**src/rtl/mem_arbiter.sv**
```systemverilog
// mem_arbiter
//   Shares one stalling mem_system between the instruction-fetch port and the
//   data-memory port. A granted request is latched into the mem_* registers,
//   a one-cycle Rd/Wr strobe is issued, the arbiter waits for Done and then
//   returns a one-cycle done pulse plus registered read data to the owner.
//   Round-robin arbitration; after reset the data port wins the first tie.
//
// Ports
//   clk, rst                 clock, synchronous active-high reset
//   if_req/if_addr           fetch read request (level) and address
//   if_rdata/if_done         fetch read data (held) and completion pulse
//   if_stall                 fetch stall = if_req & ~if_done
//   dm_rd/dm_wr/dm_addr      data read/write request (level) and address
//   dm_wdata                 store data
//   dm_rdata/dm_done         load data (held) and completion pulse
//   dm_stall                 data stall = (dm_rd | dm_wr) & ~dm_done
//   mem_addr/mem_wdata       registered address / write data to mem_system
//   mem_rd/mem_wr            one-cycle strobes to mem_system
//   mem_rdata/mem_done       mem_system DataOut / Done
//   mem_stall/mem_err        mem_system Stall / err
//   err                      sticky error flag, cleared only by rst
//   busy                     high whenever the sequencer is not idle
module mem_arbiter (
    input  logic        clk,
    input  logic        rst,
    input  logic        if_req,
    input  logic [15:0] if_addr,
    output logic [15:0] if_rdata,
    output logic        if_done,
    output logic        if_stall,
    input  logic        dm_rd,
    input  logic        dm_wr,
    input  logic [15:0] dm_addr,
    input  logic [15:0] dm_wdata,
    output logic [15:0] dm_rdata,
    output logic        dm_done,
    output logic        dm_stall,
    output logic [15:0] mem_addr,
    output logic [15:0] mem_wdata,
    output logic        mem_rd,
    output logic        mem_wr,
    input  logic [15:0] mem_rdata,
    input  logic        mem_done,
    input  logic        mem_stall,
    input  logic        mem_err,
    output logic        err,
    output logic        busy
);

    typedef enum logic [1:0] {
        IDLE,
        ISSUE,
        WAIT,
        RESP
    } state_t;

    state_t      state_q, state_d;
    logic        owner_q, owner_d;      // 0 = fetch, 1 = data
    logic        last_q, last_d;        // port granted most recently
    logic        is_wr_q, is_wr_d;
    logic [15:0] mem_addr_q, mem_addr_d;
    logic [15:0] mem_wdata_q, mem_wdata_d;
    logic [15:0] if_rdata_q, if_rdata_d;
    logic [15:0] dm_rdata_q, dm_rdata_d;
    logic        mem_rd_q, mem_rd_d;
    logic        mem_wr_q, mem_wr_d;
    logic        if_done_q, if_done_d;
    logic        dm_done_q, dm_done_d;
    logic        err_q, err_d;
    logic        busy_q, busy_d;

    logic        dm_req;
    logic        grant_dm;

    assign dm_req   = dm_rd | dm_wr;
    // Data wins when it is alone, or on a tie when fetch was served last.
    assign grant_dm = dm_req & (~if_req | ~last_q);

    always_comb begin
        state_d     = state_q;
        owner_d     = owner_q;
        last_d      = last_q;
        is_wr_d     = is_wr_q;
        mem_addr_d  = mem_addr_q;
        mem_wdata_d = mem_wdata_q;
        if_rdata_d  = if_rdata_q;
        dm_rdata_d  = dm_rdata_q;
        mem_rd_d    = 1'b0;
        mem_wr_d    = 1'b0;
        if_done_d   = 1'b0;
        dm_done_d   = 1'b0;
        err_d       = err_q | mem_err;

        unique case (state_q)
            IDLE: begin
                if (!mem_stall && (if_req || dm_req)) begin
                    state_d = ISSUE;
                    owner_d = grant_dm;
                    if (grant_dm) begin
                        // rd & wr together is flagged and executed as a write
                        mem_addr_d  = dm_addr;
                        mem_wdata_d = dm_wdata;
                        is_wr_d     = dm_wr;
                        mem_wr_d    = dm_wr;
                        mem_rd_d    = ~dm_wr;
                        if (dm_rd && dm_wr) begin
                            err_d = 1'b1;
                        end
                    end else begin
                        mem_addr_d = if_addr;
                        is_wr_d    = 1'b0;
                        mem_rd_d   = 1'b1;
                    end
                end
            end
            ISSUE, WAIT: begin
                if (mem_done) begin
                    state_d   = RESP;
                    if_done_d = ~owner_q;
                    dm_done_d = owner_q;
                    if (!is_wr_q) begin
                        if (owner_q) begin
                            dm_rdata_d = mem_rdata;
                        end else begin
                            if_rdata_d = mem_rdata;
                        end
                    end
                end else begin
                    state_d = WAIT;
                end
            end
            RESP: begin
                last_d  = owner_q;
                state_d = IDLE;
            end
        endcase

        busy_d = (state_d != IDLE);
    end

    always_ff @(posedge clk) begin
        if (rst) begin
            state_q     <= IDLE;
            owner_q     <= 1'b0;
            last_q      <= 1'b0;
            is_wr_q     <= 1'b0;
            mem_addr_q  <= '0;
            mem_wdata_q <= '0;
            if_rdata_q  <= '0;
            dm_rdata_q  <= '0;
            mem_rd_q    <= 1'b0;
            mem_wr_q    <= 1'b0;
            if_done_q   <= 1'b0;
            dm_done_q   <= 1'b0;
            err_q       <= 1'b0;
            busy_q      <= 1'b0;
        end else begin
            state_q     <= state_d;
            owner_q     <= owner_d;
            last_q      <= last_d;
            is_wr_q     <= is_wr_d;
            mem_addr_q  <= mem_addr_d;
            mem_wdata_q <= mem_wdata_d;
            if_rdata_q  <= if_rdata_d;
            dm_rdata_q  <= dm_rdata_d;
            mem_rd_q    <= mem_rd_d;
            mem_wr_q    <= mem_wr_d;
            if_done_q   <= if_done_d;
            dm_done_q   <= dm_done_d;
            err_q       <= err_d;
            busy_q      <= busy_d;
        end
    end

    assign if_rdata  = if_rdata_q;
    assign if_done   = if_done_q;
    assign if_stall  = if_req & ~if_done_q;
    assign dm_rdata  = dm_rdata_q;
    assign dm_done   = dm_done_q;
    assign dm_stall  = dm_req & ~dm_done_q;
    assign mem_addr  = mem_addr_q;
    assign mem_wdata = mem_wdata_q;
    assign mem_rd    = mem_rd_q;
    assign mem_wr    = mem_wr_q;
    assign err       = err_q;
    assign busy      = busy_q;

endmodule
```
**config.mk**
```make
export PLATFORM = sky130hd
export DESIGN_NAME = mem_arbiter
export DESIGN_NICKNAME = d
export VERILOG_FILES = /design/src/rtl/mem_arbiter.sv
export SDC_FILE = /design/constraint.sdc
export NUM_CORES = 1
export LEC_CHECK = 0
export ABC_AREA = 0
export CAP_MARGIN = 20
export CELL_PAD_IN_SITES_DETAIL_PLACEMENT = 0
export CELL_PAD_IN_SITES_GLOBAL_PLACEMENT = 2
export CORE_ASPECT_RATIO = 1.5
export CORE_MARGIN = 4
export CORE_UTILIZATION = 22
export CTS_CLUSTER_SIZE = 24
export DETAILED_ROUTE_END_ITERATION = 7
export GPL_TIMING_DRIVEN = 0
export HOLD_SLACK_MARGIN = 0.03
export MAX_ROUTING_LAYER = met4
export PLACE_DENSITY_LB_ADDON = 0.1
export SLEW_MARGIN = 30
export SYNTH_ARGS = -nofsm -noshare
export SYNTH_HDL_FRONTEND = slang
export SYNTH_SLANG_ARGS = --single-unit
export TNS_END_PERCENT = 50
```
**constraint.sdc**
```tcl
create_clock -name clk -period 2 [get_ports clk]
set_input_delay 0.4 -clock clk [delete_from_list [all_inputs] [get_ports clk]]
set_output_delay 0.4 -clock clk [all_outputs]
set_load 0.03 [all_outputs]
```
Word level (Yosys, flattened, before mapping)
Index checks and enable logic that the tools add are counted.
Operators by class
  equality and inequality tests: 3
  reduce and logical (&&, ||, !) cells: 13
  div/mod/pow operators: 0
  shift-type cells: 0
  multiply operators: 0
  bitwise logic cells: 17
  mux-type cells: 10
  add/subtract/negate cells: 0
  order comparisons: 0
Operators with widths (count)
  2-to-1 mux 16 bit: 1
  NOT 1 bit: 11
  AND reduction 4 bit: 2
  2-to-1 mux 1 bit: 7
  case mux 2 bit (3 select lines): 1
  OR reduction 3 bit: 2
  equality test 2 bit, second input constant: 2
  bitwise AND 1 bit: 3
  bitwise OR 1 bit: 3
  AND reduction 3 bit: 1
  equality test 2 x 1 -> 1 bit, second input constant: 1
  logical AND 1 bit: 2
  logical NOT 2 bit: 1
  2-to-1 mux 2 bit: 1
  AND reduction 2 bit: 1
  nonzero test 2 bit: 1
  OR reduction 2 bit: 1
  logical NOT 1 bit: 1
  logical OR 1 bit: 1
Storage, ports and cells
  memories: 0
  bits of input ports: 72
  bits in writable memories: 0
  logic and storage cells: 57
  bits in latches: 0
  bits in registers: 75
  memory bits (read-only): 0

Logic depth before layout (Yosys ltp)
  depth after elaboration: 6
  mapped depth: 8

Worst setup path before layout
OpenSTA, ideal clock, no wires.
  path kind: reg2reg
  from: register state_q[0]
  to: register dm_rdata_q[10] (netlist: dm_rdata[10])
  stages on the path, launching flop included: 8
  path slack: 476 ps
  period minus slack after synthesis: 1524 ps
  arrival: 1453 ps
  cell sequence: dfxtp_1 inv_1 ha_1 and4b_1 clkbuf_1 buf_2 nand2_1 a21oi_1
On the way
  cells in the longest elaborated chain, start to end: 3
  elaborated cells on any way between the ends: 4
  those cells by class: 2 x eq/ne; 2 x reduce/logical
RTL lines
  from (decl): line 57  | state_t state_q, state_d;
  from (signal assigned): line 158  | state_q <= state_d;
  equality test 2 x 1 -> 1 bit or equality test 2 bit (tied branches): line 94  | unique case (state_q)
  OR reduction 2 bit *: line 94
  AND reduction 4 bit (no source line) *
  to (signal assigned): line 165  | dm_rdata_q <= dm_rdata_d;
  to (decl): line 64  | logic [15:0] dm_rdata_q, dm_rdata_d;
Every way passes the cells marked *; elsewhere a longest branch is shown, timed or not.
A chain may end at the register's enable or synchronous reset.

Worst setup path in the final report
  from: input if_req
  to: output if_stall
On the way
  cells in the longest elaborated chain, start to end: 1
RTL lines
  from (decl): line 26  | input logic if_req,
  bitwise AND 1 bit: line 177  | assign if_stall = if_req & ~if_done_q;
  to (decl): line 30  | output logic if_stall,
Every way passes these cells.

==> impl_results.md <==
* Final setup vio count at 0
* Syn avg cell area at just over 9 um2
* CP Launch Point: if_req
* Power, Total at around 5.6 mW
* Worst clock skew at between 6 and 7 ps
* Arrival time at the worst endpoint at roughly 1500 ps
* Synthesis-stage register bit count at between 70 and 80
* Pin slew with the least headroom to its limit at between 600 and 700 ps
* Status: finished, final reports clean
* Initial Util at 22.7%
* Core Area at between 10,000 and 15,000 um2
* # fillers at approximately 1,300
* Crit-path slowest cell: clkdlybuf4s50_1
* Max-slew violations at 0
* CTS tree: yes
* Initial antenna violation count at 0
* P&R area growth vs syn at 68.4%
* Drt pass-1 iters at 4
* Vias at between 2,000 and 3,000
* Cells after DPL at 615
* Cells after synthesis at ~320
* Hold depth at 2
* Post-route DRC at 0
* Post-synth cell types at 37
* Share of cells above drive strength 1 at ~6.8%
* Clk_lat worst skew at between 300 and 400 ps
* Hold crit path type: reg -> reg
* Tcrit/Tclk final at a little over nine tenths
* Synth Cell Area at between 2000 and 3000 um2
* R2r endpoint: if_rdata[9]
* Worst setup EP type: output pin
* ANT cells at 0
* Max Buffers Root-to-Sink at 2
* Ys async rst share at 0%
* Vias per inst at ~4.4
* Worst setup SP type: primary input
* Start of the worst register-to-register path: state_q[0]
* Antenna Nets Post-Route at 0
* Max-Slew Margin vs Limit at ~57%
* PortBufs at about 140
* Io pins at between 100 and 150
* Die width at between 100 and 150 um
* R2R Setup Slk at around 180 ps
* Post-CTS Setup Inserts at 0
* RSZ-0062 raised after global routing: false
* Hold buffer count at cts at 0
* Post-synth EDFFs at 0
* FMAX at 518 MHz
* Crit path kind: in -> out
* CTS resizes at 2
* Synth top area share at a little over half
* Main area contributors after synthesis: dfxtp_1, nand2_1, a21oi_1
* Max Cap Violations at 0
* Critical path cell sequence: clkdlybuf4s50_1 -> nor2b_1 -> dlygate4sd2_1
* Post-Layout Cell Count at 630
* Final nets at between 500 and 600
* DR iter-0 viols at 64
* Synth cell count leaders: dfxtp_1, nand2_1, a21oi_1
* Crit Path Max Fanout at 5
* Routed length per instance at 15.2 um
* Worst r2r path cells at 7
* Drt total wl at ~9600 um
* Count leader, synth: dfxtp_1
* Fin crit period at about 1900 ps
* Gpl congestion at between 0.7 and 0.8
* GRT Overall Usage at a little over an eighth
* Synthesized net count at between 300 and 400
* Sink Count at 75
* Largest net degree at the start of global routing at 13
* Clock-pin slew on the worst setup and hold paths at ~60 ps
* WP data required at 1600 ps
* PwrDens at between 1000 and 1500 nW/um2
* Die ar. at between 10,000 and 15,000 um2
* Number of warning messages in the yosys log at 0
* Sequential area share after synthesis at between 50% and 60%
* Final Hold Viols at 0
* Vias in the first global route at about 2,900
* Number of cell rows at 50
* DP HPWL at 7380 um
* Maximum vdd drop at about 0.00038 V
* Root Buffer: clkbuf_16
* Leading area contributor after synthesis: dfxtp_1
* Global route total overflow at 0
* First-pass GRT wire length at 14,900 um
* H-Tree Depth at 3
* Crit path to: if_stall
* Worst path max stage delay at 580 ps
* Die Y at about 150 um
* Cts bufs inserted at 9
* Ys flop type: dfxtp_1
* Leakage at 1.72 nW
-- metal layers --
metal  up-vias  GRT usage (%)  routed length [um]
met5         -              -                   0
met4         0           4.39                 118
met3         9           4.15                 765
met2        96           23.2                5040
met1      1262           13.8                3660
li1       1399              -                   -
-- through the flow --
step	setup TNS, ps	utilization, %	setup WS, ps	hold slack (ps)	instance area [um2]
after detailed placement	-5690	35.6	-248	447	4500
after global placement	-5000	35.6	-259	441	4500
after global routing	0	38.2	2.47	477	4830
after CTS	0	38.3	29.3	455	4840
final	0	38.2	69.6	453	4830
after floorplan	0	-	476	459	2870
-- placed cells by master, fill, tap and decap left out, types with 6 or more instances in the layout --
master,count
a21oi_1,49
clkbuf_1,11
clkbuf_16,9
clkdlybuf4s50_1,141
dfxtp_1,75
mux2i_1,17
nand2_1,66
nand3_1,16
nor2_1,6
o21ai_0,16
o2bb2ai_1,16
-- sequential cells by signal (all words and copies together), names as in the netlist --
signal,flops
busy,1
dm_done,1
dm_rdata,16
err,1
if_done,1
if_rdata,16
is_wr_q,1
last_q,1
mem_addr,16
mem_rd,1
mem_wdata,16
mem_wr,1
owner_q,1
state_q,2
-- power by group --
part           internal (mW)  switching, mW
combinational          0.780           1.06
clock                   1.25          0.619
sequential              1.73          0.121
-- cells by family (layout without fill, tap and decap cells) --
| group | count (synthesis) | after routing | synth area share, % |
|---|---|---|---|
| simple gates | 103 | 103 | 16.1 |
| compound gates | 91 | 91 | 19.2 |
| flops | 75 | 75 | 52.3 |
| buf+inv | 27 | 185 | 5.06 |
| mux | 17 | 17 | 5.93 |
| fa+ha+maj | 3 | 3 | 1.31 |
-- critical path: cells and delay by family --
family                 cells  cell delay [ps]
buffers and inverters      2              980
AND/OR/NAND/NOR            1              150
-- how the worst min path moves through the flow --
stage / startpoint / endpoint / slack, ps
4_1_cts: if_rdata[13] / if_rdata[13] / 460
6_report: if_rdata[13] / if_rdata[13] / 450
2_1_floorplan: owner_q / if_done / 460
5_1_grt: dm_rdata[3] / dm_rdata[3] / 480
3_3_place_gp: if_rdata[14] / if_rdata[14] / 440
3_5_place_dp: if_rdata[13] / if_rdata[13] / 450
-- final cells by class --
class	count	area, um2	share of cell area (%)
sequential	75	1500	31.1
multi-input combinational	214	1220	25.3
timing repair buffer	143	1430	29.5
clock inverter	4	97.6	2.02
tap	156	195	4.04
buffer	24	136	2.82
clock buffer	12	246	5.10
inverter	2	7.51	0.155
(Power assumes the default switching activity.)
